===== src/rtl/traffic_pkg.sv =====
// Shared types and constants for the traffic light controller: phase encoding,
// interval select codes, one-hot light codes and default intervals.
package traffic_pkg;

  typedef enum logic [2:0] {
    S_INIT   = 3'd0,
    S_MG1    = 3'd1,
    S_MG2    = 3'd2,
    S_MY     = 3'd3,
    S_WALK   = 3'd4,
    S_SG     = 3'd5,
    S_SG_EXT = 3'd6,
    S_SY     = 3'd7
  } state_t;

  localparam logic [1:0] PARAM_BASE = 2'b00;
  localparam logic [1:0] PARAM_EXT  = 2'b01;
  localparam logic [1:0] PARAM_YEL  = 2'b10;

  localparam logic [2:0] LT_RED = 3'b100;
  localparam logic [2:0] LT_YEL = 3'b010;
  localparam logic [2:0] LT_GRN = 3'b001;

  localparam logic [3:0] T_BASE_DEFAULT = 4'd6;
  localparam logic [3:0] T_EXT_DEFAULT  = 4'd3;
  localparam logic [3:0] T_YEL_DEFAULT  = 4'd2;

  // Debug view of the controller's internal state.
  typedef struct packed {
    state_t state;
    logic   walk_latch;
    logic   walk_again;
    logic   guard;
  } dbg_t;

  function automatic logic [2:0] main_light(state_t s);
    case (s)
      S_MG1, S_MG2: main_light = LT_GRN;
      S_MY:         main_light = LT_YEL;
      default:      main_light = LT_RED;
    endcase
  endfunction

  function automatic logic [2:0] side_light(state_t s);
    case (s)
      S_SG, S_SG_EXT: side_light = LT_GRN;
      S_SY:           side_light = LT_YEL;
      default:        side_light = LT_RED;
    endcase
  endfunction

endpackage


===== src/rtl/time_param_regs.sv =====
// Programmable base / extended / yellow interval registers with write decode,
// zero clamp, and a per-phase interval lookup.
module time_param_regs
  import traffic_pkg::*;
#(
  parameter logic [3:0] T_BASE_DEF = T_BASE_DEFAULT,
  parameter logic [3:0] T_EXT_DEF  = T_EXT_DEFAULT,
  parameter logic [3:0] T_YEL_DEF  = T_YEL_DEFAULT
) (
  input  logic       clk,
  input  logic       reset,
  input  logic       prog_sync,
  input  logic [1:0] time_param_sel,
  input  logic [3:0] time_value,
  input  state_t     phase,
  output logic [3:0] interval
);

  logic [3:0] t_base, t_ext, t_yel;
  logic [3:0] t_base_nxt, t_ext_nxt, t_yel_nxt;
  logic [3:0] wr_value;

  always_comb begin
    wr_value   = (time_value == 4'd0) ? 4'd1 : time_value;
    t_base_nxt = t_base;
    t_ext_nxt  = t_ext;
    t_yel_nxt  = t_yel;
    if (prog_sync) begin
      case (time_param_sel)
        PARAM_BASE: t_base_nxt = wr_value;
        PARAM_EXT:  t_ext_nxt  = wr_value;
        PARAM_YEL:  t_yel_nxt  = wr_value;
        default:    ;
      endcase
    end
  end

  always_ff @(posedge clk or negedge reset) begin
    if (!reset) begin
      t_base <= T_BASE_DEF;
      t_ext  <= T_EXT_DEF;
      t_yel  <= T_YEL_DEF;
    end else begin
      t_base <= t_base_nxt;
      t_ext  <= t_ext_nxt;
      t_yel  <= t_yel_nxt;
    end
  end

  // Lookup uses post-write values so the restart after a write carries the new interval.
  always_comb begin
    case (phase)
      S_MG1, S_MG2, S_SG: interval = t_base_nxt;
      S_MY, S_SY:         interval = t_yel_nxt;
      S_WALK, S_SG_EXT:   interval = t_ext_nxt;
      default:            interval = 4'd0;
    endcase
  end

endmodule


===== src/rtl/traffic_controller.sv =====
// Main traffic light FSM: sequences the phases, latches walk requests and
// issues one start pulse with the phase interval to the shared Timer.
module traffic_controller
  import traffic_pkg::*;
#(
  parameter logic [3:0] T_BASE_DEF = T_BASE_DEFAULT,
  parameter logic [3:0] T_EXT_DEF  = T_EXT_DEFAULT,
  parameter logic [3:0] T_YEL_DEF  = T_YEL_DEFAULT
) (
  input  logic       clk,
  input  logic       reset,
  input  logic       sensor,
  input  logic       walk_request,
  input  logic       prog_sync,
  input  logic [1:0] time_param_sel,
  input  logic [3:0] time_value,
  input  logic       expired,
  output logic       start_timer,
  output logic [3:0] parm_value,
  output logic [2:0] main_lights,
  output logic [2:0] side_lights,
  output logic       walk,
  output dbg_t       dbg
);

  state_t     state, next_state;
  logic       enter;
  logic       exp_ok;
  logic       guard;
  logic       walk_latch, walk_again;
  logic       walk_exit;
  logic [3:0] next_interval;

  time_param_regs #(
    .T_BASE_DEF (T_BASE_DEF),
    .T_EXT_DEF  (T_EXT_DEF),
    .T_YEL_DEF  (T_YEL_DEF)
  ) u_time_param_regs (
    .clk            (clk),
    .reset          (reset),
    .prog_sync      (prog_sync),
    .time_param_sel (time_param_sel),
    .time_value     (time_value),
    .phase          (next_state),
    .interval       (next_interval)
  );

  // The Timer still shows the old expiry during the start cycle and the one after.
  assign exp_ok = expired && !start_timer && !guard;

  always_comb begin
    next_state = state;
    enter      = 1'b0;
    if (prog_sync || state == S_INIT) begin
      next_state = S_MG1;
      enter      = 1'b1;
    end else if (exp_ok) begin
      enter = 1'b1;
      case (state)
        S_MG1:    next_state = sensor ? S_MY : S_MG2;
        S_MG2:    next_state = S_MY;
        S_MY:     next_state = walk_latch ? S_WALK : S_SG;
        S_WALK:   next_state = S_SG;
        S_SG:     next_state = sensor ? S_SG_EXT : S_SY;
        S_SG_EXT: next_state = S_SY;
        S_SY:     next_state = S_MG1;
        default:  next_state = S_INIT;
      endcase
    end
  end

  assign walk_exit = (state == S_WALK) && enter;

  always_ff @(posedge clk or negedge reset) begin
    if (!reset) begin
      state       <= S_INIT;
      start_timer <= 1'b0;
      parm_value  <= 4'd0;
      main_lights <= LT_RED;
      side_lights <= LT_RED;
      walk        <= 1'b0;
      guard       <= 1'b0;
      walk_latch  <= 1'b0;
      walk_again  <= 1'b0;
    end else begin
      state       <= next_state;
      start_timer <= enter;
      parm_value  <= enter ? next_interval : 4'd0;
      main_lights <= main_light(next_state);
      side_lights <= side_light(next_state);
      walk        <= (next_state == S_WALK);
      guard       <= start_timer;
      // A request seen while walking is held aside and becomes the latch on exit.
      if (walk_exit) begin
        walk_latch <= walk_again | walk_request;
        walk_again <= 1'b0;
      end else if (state == S_WALK) begin
        if (walk_request) walk_again <= 1'b1;
      end else if (walk_request) begin
        walk_latch <= 1'b1;
      end
    end
  end

  assign dbg = {state, walk_latch, walk_again, guard};

endmodule


===== config.mk =====
export PLATFORM = sky130hd
export DESIGN_NAME = traffic_controller
export DESIGN_NICKNAME = d
export VERILOG_FILES = /design/src/rtl/traffic_pkg.sv /design/src/rtl/time_param_regs.sv /design/src/rtl/traffic_controller.sv
export SDC_FILE = /design/constraint.sdc
export NUM_CORES = 1
export LEC_CHECK = 0
export CORE_MARGIN = 5
export CORE_UTILIZATION = 39
export DETAILED_ROUTE_END_ITERATION = 6
export PLACE_DENSITY = 0.69
export REMOVE_ABC_BUFFERS = 1
export SYNTH_ARGS = -nofsm -noshare
export SYNTH_HDL_FRONTEND = slang
export SYNTH_HIERARCHICAL = 1
export SYNTH_SLANG_ARGS = --single-unit

===== constraint.sdc =====
create_clock -name clk -period 3.6 [get_ports clk]
set_clock_uncertainty 0.15 [all_clocks]
set_input_delay 0.72 -clock clk [delete_from_list [all_inputs] [get_ports clk]]
set_output_delay 0.72 -clock clk [all_outputs]
set_load 0.005 [all_outputs]

==> flow_summary.toml <==
[placed_design]
port_buffers = 29
routabilityCongestion = 0.870
dp_hpwl_mm = 2.41

[clock_tree]
clockBufferDepth = 2
clk-insertion-delay-late_ps = 280
cts_made_buffers = 5
cts_tree = "done"
hold_buffers = 0
cts_resized = 0
path_clk_slew_ps = 60
cts-root-buf = "clkbuf_8"
htreeDepth = 2
post_cts_buffers = 0
cts.sinks = 30

[critical_path]
crit_arrival_ps = 3030
critPathKind = "in2reg"
crit_fanout = 10
r2r-end = "parm_value[0]"
r2r_start = "start_timer"
reg2reg_depth = 7
start_kind = "input pin"
cp-end-kind = "flip-flop"
ff2ff_setup_slack_ps = 1110
required_ps = 3670

[floorplanning]
boundaryPins = 30
core_area_mm2 = 0.00374
rows = 22
die_w_um = 72.7
start_util = 0.410
dieArea_mm2 = 0.00529
die_y_um = 72.7

[detailed_routing]
vias_per_cell = 5.57
wl_per_cell_um = 15.4
drt_iter0_drc = 43
dr.pass1.iters = 4
wirelength_mm = 3.32
ant_nets = 0
num_vias = 1203
drc = 0

[final_layout]
diodes = 0
drive_above_1_share = 0.202
syn_to_final_growth_pct = 29.6
nets = 179

[grt]
grt_pass1_wl_mm = 5.49
antenna_found_initial = 0
track_usage = 0.137
grt_max_degree = 31
overflow = 0
grt_pass1_vias = 1199

[timing]
worst_pin_slew_ps = 592
post-route-period-util = 0.822
rsz0062_at_grt = "no"
tns_ps = 0
report.final.hold_viol_count = 0
fmax_ghz = 0.338
period_minus_slack_ps = 2960
final_max_slew_viol_count = 0
maxSlewHeadroom = 0.604
setup_violations = 0

[synth]
synthArstFlopShare = 1.00
synth_top_area_frac = 0.375
synth-seq-cells = 30
syn-instance-count = 137
yosysMostFrequentCell = "dfrtp_1"
synth-seq-area-share = 0.495
ys_warn_count = 6
synth_common_cells = "dfrtp_1 (23), mux2_2 (9), dfstp_2 (7), nor2_1 (7)"
avgSynthCellArea_um2 = 11.2
syn-cell-area_mm2 = 0.00154
ys_types = 44
netlist_top_cells_area = "dfrtp_1 (37%), dfstp_2 (12%), mux2_2 (6.6%)"
synthFlopType = "dfrtp_1"
yosysTopAreaCell = "dfrtp_1"
synth_edf_count = 0

[hold_path]
hp-class = "reg2reg"
hold_start = "start_timer"
min_to = "guard"
hold_depth = 0

[power_and_ir_drop]
finalPower_mw = 0.990
leakage_nw = 0.840
p_per_area_mw_per_mm2 = 498
ir_drop_v = 0.000229

[flow_run]
maxCapViolCount = 0

[status]
status = "finished clean"
[cells by family after synthesis]
family	count (synthesis)	share of synthesized area
mux	13	0.102
xor+xnor	2	0.0114
buf+inv	16	0.0595
simple gates	43	0.176
compound gates	33	0.156
flops	30	0.495
[worst max-delay path by stage]
stage	startpoint	endpoint	cells past startpoint
finish	expired	parm_value[0]	8
global route	expired	parm_value[0]	8
CTS	expired	parm_value[0]	8
detailed placement	expired	parm_value[0]	8
global placement	expired	parm_value[0]	8
floorplan	expired	parm_value[0]	9
[sequential cells by signal, indices dropped and copies added (netlist names)]
| name | flops |
|---|---|
| parm_value | 4 |
| u_time_param_regs/t_base | 4 |
| u_time_param_regs/t_ext | 4 |
| u_time_param_regs/t_yel | 4 |
| main_lights | 3 |
| side_lights | 3 |
| state | 3 |
| guard | 1 |
| start_timer | 1 |
| walk | 1 |
| walk_again | 1 |
| walk_latch | 1 |
[layout by cell type, fill, tap and decap left out, types with 3 or more instances in the layout]
master	n
mux2_4	3
nand3b_1	4
a22oi_1	3
or3_1	3
dfrtp_1	23
inv_1	6
clkbuf_8	6
o22ai_1	4
nor3b_1	3
mux2_2	9
and2_1	4
dfstp_2	7
nor2_1	7
buf_4	4
clkdlybuf4s50_1	29
nand2_1	4
a21oi_1	5
o21ai_0	6
nor2b_1	5
[through the flow]
stage	hold slack, ps	cells	setup slack [ps]	util	area, um^2
global route	304	216	552	0.531	1990
CTS	279	216	632	0.531	1990
detailed placement	265	208	341	0.493	1850
finish	272	216	641	0.531	1990
floorplan	260	127	857	-	1470
global placement	264	208	409	0.493	1850
[power by group]
| part | switching [mW] | total, mW | leakage, nW | internal (mW) |
|---|---|---|---|---|
| combinational | 0.0723 | 0.166 | 0.417 | 0.0938 |
| clock | 0.126 | 0.421 | 0.0714 | 0.295 |
| sequential | 0.0202 | 0.404 | 0.351 | 0.383 |
| total | 0.218 | 0.990 | 0.840 | 0.772 |
[final cells by class]
type | instances | area, um^2
fillers | 357 | 1750
flip-flops and latches | 30 | 759
inverters | 6 | 22.5
repair buffers | 33 | 320
multi-input cells | 91 | 684
well taps | 48 | 60.1
clock buffers | 6 | 82.6
clock inverters | 2 | 60.1
[layer usage]
metal / GRT usage / up-vias / wire length [um]
met1: 0.159 / 598 / 1410
met2: 0.217 / 37 / 1640
li1: - / 556 / -
met4: 0.0820 / 0 / 109
met5: 0 / - / 0
met3: 0.0482 / 12 / 158
[critical path: stages]
cell	delay, ps
clkdlybuf4s50_1	460
or3b_1	450
nor2_2	210
mux2_2	440
or3_1	390
a21boi_1	140
a311o_1	120
and2_1	110
(Power assumes the default switching activity.)
